<file path="config.mk">
export PLATFORM = sky130hd
export DESIGN_NAME = aes_block_loader
export DESIGN_NICKNAME = d
export VERILOG_FILES = /design/src/rtl/aes_loader_pkg.sv /design/src/rtl/aes_word_assembler.sv /design/src/rtl/aes_block_loader.sv
export SDC_FILE = /design/constraint.sdc
export NUM_CORES = 1
export LEC_CHECK = 0
export ABC_CLOCK_PERIOD_IN_PS = 3100
export CAP_MARGIN = 20
export CORE_ASPECT_RATIO = 0.7
export CORE_MARGIN = 4
export CORE_UTILIZATION = 35
export CTS_CLUSTER_DIAMETER = 100
export CTS_CLUSTER_SIZE = 16
export DETAILED_ROUTE_END_ITERATION = 7
export GPL_TIMING_DRIVEN = 0
export SLEW_MARGIN = 10
export SYNTH_ARGS = -nofsm -noshare
export SYNTH_HDL_FRONTEND = slang
export SYNTH_SLANG_ARGS = --single-unit
</file>
<file path="constraint.sdc">
create_clock -name AES_clk -period 3.1 [get_ports AES_clk]
set_input_delay 0.775 -clock AES_clk [delete_from_list [all_inputs] [get_ports AES_clk]]
set_output_delay 0.775 -clock AES_clk [all_outputs]
set_load 0.02 [all_outputs]
</file>
<file path="src/rtl/aes_loader_pkg.sv">
// aes_loader_pkg: shared state type and word/block geometry for the AES block loader
package aes_loader_pkg;
  typedef enum logic [1:0] {LOAD, RUN, GAP} state_e;
  localparam int WORDS_PER_BLOCK = 4;
  localparam int WORD_W = 32;
  localparam int BLOCK_W = WORDS_PER_BLOCK * WORD_W;
  localparam int WCNT_W = $clog2(WORDS_PER_BLOCK);
endpackage

</file>
<file path="src/rtl/aes_word_assembler.sv">
// aes_word_assembler: shifts 32-bit words into a 128-bit vector, flags a complete block
module aes_word_assembler
  import aes_loader_pkg::*;
(
  input  logic               clk,
  input  logic               rst_n,
  input  logic               shift_i,
  input  logic               clr_i,
  input  logic [WORD_W-1:0]  word_i,
  output logic [BLOCK_W-1:0] vec_o,
  output logic               full_o,
  output logic               fill_o
);
  logic [WCNT_W-1:0] cnt_q;
  logic              full_d;
  assign fill_o = shift_i & (cnt_q == WCNT_W'(WORDS_PER_BLOCK - 1));
  // the first word of a new group invalidates the previous block
  always_comb full_d = clr_i ? 1'b0 : fill_o ? 1'b1 : (shift_i && cnt_q == '0) ? 1'b0 : full_o;
  always_ff @(posedge clk or negedge rst_n)
    if (!rst_n) begin
      vec_o  <= '0;
      cnt_q  <= '0;
      full_o <= 1'b0;
    end else begin
      vec_o  <= shift_i ? {vec_o[BLOCK_W-WORD_W-1:0], word_i} : vec_o;
      cnt_q  <= clr_i ? '0 : shift_i ? cnt_q + 1'b1 : cnt_q;
      full_o <= full_d;
    end
endmodule

</file>
<file path="src/rtl/aes_block_loader.sv">
// aes_block_loader: assembles key/data words and sequences AES_en handshakes with AES_top
module aes_block_loader
  import aes_loader_pkg::*;
#(
  parameter int TIMEOUT_CYCLES = 64,
  parameter int CNT_W = 16
) (
  input  logic               AES_clk,
  input  logic               AES_rst_n,
  input  logic               in_valid,
  output logic               in_ready,
  input  logic               in_key,
  input  logic [WORD_W-1:0]  in_word,
  output logic               AES_en,
  output logic [BLOCK_W-1:0] AES_data_in,
  output logic [BLOCK_W-1:0] AES_key_in,
  input  logic               AES_data_out_valid,
  output logic               busy,
  output logic [CNT_W-1:0]   blk_count,
  output logic               err_timeout
);
  localparam int TW = $clog2(TIMEOUT_CYCLES);
  state_e        state_q;
  logic [TW-1:0] tmo_q;
  logic          hs, data_shift, key_shift;
  logic          data_full, data_fill, key_valid, key_fill, go;
  assign in_ready   = (state_q == LOAD) & ~(data_full & ~in_key);
  assign hs         = in_valid & in_ready;
  assign data_shift = hs & ~in_key;
  assign key_shift  = hs & in_key;
  // key_valid implies the key count has wrapped, so any key word now restarts the key
  assign go = (data_full | data_fill) & (key_fill | (key_valid & ~key_shift));
  aes_word_assembler u_data (
    .clk     (AES_clk),
    .rst_n   (AES_rst_n),
    .shift_i (data_shift),
    .clr_i   (state_q == GAP),
    .word_i  (in_word),
    .vec_o   (AES_data_in),
    .full_o  (data_full),
    .fill_o  (data_fill)
  );
  aes_word_assembler u_key (
    .clk     (AES_clk),
    .rst_n   (AES_rst_n),
    .shift_i (key_shift),
    .clr_i   (1'b0),
    .word_i  (in_word),
    .vec_o   (AES_key_in),
    .full_o  (key_valid),
    .fill_o  (key_fill)
  );
  always_ff @(posedge AES_clk or negedge AES_rst_n)
    if (!AES_rst_n) begin
      state_q     <= LOAD;
      tmo_q       <= '0;
      AES_en      <= 1'b0;
      busy        <= 1'b0;
      blk_count   <= '0;
      err_timeout <= 1'b0;
    end else begin
      case (state_q)
        LOAD: if (go) begin
          state_q <= RUN;
          AES_en  <= 1'b1;
          busy    <= 1'b1;
          tmo_q   <= '0;
        end
        RUN: begin
          tmo_q <= tmo_q + 1'b1;
          if (AES_data_out_valid) begin
            state_q   <= GAP;
            AES_en    <= 1'b0;
            blk_count <= blk_count + 1'b1;
          end else if (tmo_q == TW'(TIMEOUT_CYCLES - 1)) begin
            state_q     <= GAP;
            AES_en      <= 1'b0;
            err_timeout <= 1'b1;
          end
        end
        GAP: begin
          state_q <= LOAD;
          busy    <= 1'b0;
        end
        default: state_q <= LOAD;
      endcase
    end
endmodule
</file>
Word-level counts from Yosys, hierarchy flattened
Cells that the tools add are included.
{"block": "word_totals", "regBits": 289, "output_inout_bits": 276}
{"block": "classes", "add_sub_neg": 4, "n_eq_ne": 7, "mux": 18, "n_bitwise": 15, "n_reduce_logical": 16}
{"cell": "$add 16x1->16 const B", "count": 1}
{"cell": "$pmux 6 s2", "count": 1}
{"cell": "$mux 2", "count": 5}
{"cell": "$and 1x1->1", "count": 9}
{"cell": "$mux 1", "count": 8}
{"cell": "$reduce_and 2->1", "count": 4}
{"cell": "$reduce_bool 2->1", "count": 4}
{"cell": "$add 6x1->6 const B", "count": 1}
{"cell": "$eq 2x2->1 const B", "count": 3}
{"cell": "$eq 6x6->1 const B", "count": 1}
{"cell": "$logic_not 2->1", "count": 3}
{"cell": "$mux 6", "count": 1}
{"cell": "$reduce_and 3->1", "count": 2}
{"cell": "$add 2x1->2 const B", "count": 2}
{"cell": "$not 1->1", "count": 4}
{"cell": "$pmux 1 s2", "count": 2}
{"cell": "$pmux 2 s2", "count": 1}
{"cell": "$ne 3x3->1 const B", "count": 1}
{"cell": "$reduce_bool 3->1", "count": 1}
{"cell": "$eq 2x1->1 const B", "count": 1}
{"cell": "$logic_and 1x1->1", "count": 2}
{"cell": "$ne 2x2->1 const B", "count": 1}
{"cell": "$or 1x1->1", "count": 2}

Depth between registers and ports, before layout
{"block": "logic_depth", "word_depth": 12, "ltp_mapped": 7, "mapped_depth_nobuf": 5}

Hierarchy
Synthesis repeated with hierarchy kept, for this count alone.
{"block": "hier_totals", "hier_cells": 686, "hier_area_um2": 11730.0}
{"module": "aes_word_assembler", "instances": 2, "cells_each": 285, "area_per_inst_um2": 5243.8, "seq_area_each_um2": 3278.1}
{"module": "aes_block_loader", "instances": 1, "cells_each": 116, "area_per_inst_um2": 1242.4, "seq_area_each_um2": 675.6}

Worst setup path after synthesis
OpenSTA, ideal clock, no wires.
{"block": "synth_path", "kind": "input to output", "start": "input port in_key", "end": "output port in_ready", "t_arrival_ns": 1.309, "setup_slack_ns": 1.016, "cell_stages": 2, "n_path_buf": 0, "cell_sequence": "inv_1 a21boi_0"}
{"block": "synth_between", "elab_chain_cells": 4}
{"item": "start: declaration", "line_no": "aes_block_loader.sv:12", "text": "input logic in_key,"}
{"item": "$not 1->1", "line_no": "aes_block_loader.sv:27", "text": "assign in_ready = (state_q == LOAD) & ~(data_full & ~in_key);"}
{"item": "$and 1x1->1", "line_no": "aes_block_loader.sv:27"}
{"item": "$not 1->1", "line_no": "aes_block_loader.sv:27"}
{"item": "$and 1x1->1", "line_no": "aes_block_loader.sv:27"}
{"item": "end: declaration", "line_no": "aes_block_loader.sv:11", "text": "output logic in_ready,"}
Every way passes these cells.

Worst setup path in the final report
Ends and elaborated chain as after synthesis.

==> impl_metrics.yaml <==
outcome:
  status: "finished clean"
clock_tree:
  cts_max_level: 1
  cts_tree: "done"
  clkTransAtPathRegs_ns: 0.07
  cts_buffers: 22
  cts.repair.resized: 0
  root_buffer: "clkbuf_16"
  clock_sinks: 289
  cts_hold_buf: 0
  post_cts_buffers: 0
  cts_buffer_depth: 3
  clkLatencyLatePin_ns: 0.52
setup_path:
  cp_max_fo: 3
  r2r-start: "state_q[1]"
  timing.critical_path.to_type: "primary output"
  crit_path_end: "in_ready"
  r2r_end: "u_data.vec_o[9]"
  timing.critical_path.from: "in_key"
  reg2reg_depth: 5
  worstSetupStartpointType: "primary input"
  worstPathRequired_ns: 2.32
  reg2reg_setup_slack_ns: 1.25
  cp_data_arrival_time_ns: 2.20
  path_class: "in -> out"
floorplanning:
  die_y_um: 159
  initial_utilization_pct: 35.5
  num_rows: 55
  dieArea_mm2: 0.0358
  core_mm2: 0.0323
  num_io_pins: 313
  die-width_um: 224
drt:
  drt_iter0_markers: 280
  drc_errors: 0
  vias: 6746
  drt_first_pass_iters: 4
  wl_per_cell_um: 20.8
  postRouteAntennaNets: 0
  via_per_inst: 4.65
  drt_wl_total_um: 30200
logic_synthesis:
  ys_seq_area_share_pct: 63.1
  yosysMostFrequentCell: "dfrtp_1"
  synth-seq-cells: 289
  syn_avg_cell_area_um2: 16.8
  synthTopCellsByCount: "289 x dfrtp_1, 163 x mux2_2, 92 x mux2_4"
  dominantRegCellSynth: "dfrtp_1"
  synth_top_cell_by_area: "dfrtp_1"
  synthArstFlopShare_pct: 100
  netlist_area_mm2: 0.0115
  synth_top_area_share_pct: 63.1
  syn-num-nets: 727
  synth_cells: 684
  ys_types: 38
  yosysWarningCount: 0
  synth_area_leaders: "dfrtp_1 63%, mux2_2 16%, mux2_4 12%"
  synth_edf_count: 0
final_layout:
  syn_to_final_growth_pct: 37.9
  drive_above_1_share_pct: 30.9
  nNetsFinal: 1066
  fillCellCount: 2886
  layout.cells.non_filler: 1451
  diodes: 0
timing:
  fin_crit_sh_pct: 96.1
  max_freq_ghz: 0.336
  fin_tns_setup_ns: 0
  setup_violations: 0
  slew_violations: 0
  hold_viol_final: 0
  skew_ns: 0.0126
  min_period_ns: 2.98
  relSlewSlack_pct: 57.9
  tightest_slew_ns: 0.624
  rsz0062_at_grt: "false"
hold_path:
  hold_class: "in -> async"
global_route:
  grt_pass1_wl_um: 47000
  grt_use_total_pct: 16.8
  overflow: 0
  antenna_found_initial: 0
  grt_pass1_vias: 7361
  grt_max_degree: 96
placed_design:
  dpl.hpwl_um: 21900
  placed_cells: 1426
  gp_congestion: 0.765
  port_buffers: 312
power_and_ir_drop:
  ir_worst_vdd_mv: 0.707
  power_density_mw_per_mm2: 1210
  p_leak_uw: 0.00675
  fin_total_pwr_uw: 19100
run:
  maxCapViolations: 0
area by class of cell:
| type | count | area, um^2 | share of cell area, % |
|---|---|---|---|
| Buffer | 33 | 295 | 1.87 |
| Clock inverter | 1 | 16.3 | 0.103 |
| Timing Repair Buffer | 315 | 3210 | 20.3 |
| Inverter | 8 | 30.0 | 0.190 |
| Tap cell | 427 | 534 | 3.38 |
| Multi-Input combinational cell | 354 | 3910 | 24.7 |
| Sequential cell | 289 | 7230 | 45.8 |
| Clock buffer | 24 | 579 | 3.67 |
worst min-delay path by stage:
stage / from / to / slack [ns] / cells after the start
3_3_place_gp: err_timeout / err_timeout / 0.45 / 1
4_1_cts: AES_rst_n / blk_count[10] / 0.07 / 1
2_1_floorplan: AES_rst_n / AES_en / 0.48 / 0
3_5_place_dp: err_timeout / err_timeout / 0.45 / 1
5_1_grt: AES_rst_n / blk_count[10] / 0.07 / 1
6_report: AES_rst_n / blk_count[10] / 0.09 / 1
per-stage QoR:
| stage | util (%) | worst slack, ns | cell area, um^2 | hold WS (ns) |
|---|---|---|---|---|
| after floorplan | - | 1.02 | 11500 | 0.479 |
| after global placement | 46.9 | -11.81 | 15100 | 0.447 |
| after detailed placement | 47.1 | 0.141 | 15200 | 0.453 |
| after CTS | 49.0 | 0.145 | 15800 | 0.0682 |
| after global routing | 49.0 | 0.102 | 15800 | 0.0699 |
| final | 49.0 | 0.121 | 15800 | 0.0889 |
flip-flops by register name, indices dropped and copies added, names as in the netlist:
register / cells
u_key.cnt_q: 2
u_data.vec_o: 128
u_data.full_o: 1
blk_count: 16
u_key.vec_o: 128
busy: 1
err_timeout: 1
u_key.full_o: 1
AES_en: 1
u_data.cnt_q: 2
state_q: 2
tmo_q: 6
power by group:
group	switching, uW	total [uW]	internal (uW)
Clock	1310	2640	1330
Sequential	1440	7040	5610
Combinational	4250	9370	5120
Total	7000	19100	12100
routing by layer:
layer	GRT usage [%]	vias to the layer above	share of wire (%)
li1	-	3072	-
met1	23.6	3451	47
met2	25.7	202	44
met3	5.99	21	8.0
met4	2.39	0	1.1
met5	0	-	0
cells in the final DEF (no fill, tap or decap), types with 2 or more instances in the layout:
cell | Yosys | final
inv_1 | 8 | 8
nand2_1 | 14 | 14
mux2_4 | 92 | 92
o211ai_1 | 3 | 3
buf_16 | 0 | 3
ha_1 | 6 | 6
a21o_1 | 2 | 2
and4b_1 | 2 | 2
nor2_1 | 6 | 6
mux2_2 | 163 | 163
mux2i_1 | 2 | 2
and2_1 | 2 | 2
o22ai_1 | 2 | 2
clkdlybuf4s50_1 | 0 | 311
xnor2_1 | 17 | 17
o21ai_1 | 3 | 3
o21ai_0 | 4 | 4
clkbuf_16 | 0 | 23
and3_1 | 2 | 2
buf_6 | 19 | 19
clkbuf_1 | 3 | 4
nand4_1 | 2 | 2
nand3_1 | 11 | 11
buf_2 | 10 | 10
and4_1 | 3 | 3
mux2_1 | 2 | 2
nor2b_1 | 4 | 4
dfrtp_1 | 289 | 289
worst max-delay path, cell delays in order:
cell	delay (ns)
clkdlybuf4s50_1	0.50
inv_1	0.06
a21boi_0	0.19
clkdlybuf4s50_1	0.67
cells by family (layout without fill, tap and decap cells):
logic type / count (synthesis) / after routing / synth area share (%)
flip-flops: 289 / 289 / 63.1
AND/OR/NAND/NOR: 52 / 52 / 2.50
XOR/XNOR: 18 / 18 / 1.38
AO/OA/AOI/OAI: 18 / 18 / 1.00
buffers and inverters: 41 / 381 / 2.84
adder cells (fa/ha/maj): 6 / 6 / 0.655
multiplexers: 260 / 260 / 28.5
Note: power is estimated with default switching activity, not from simulation.
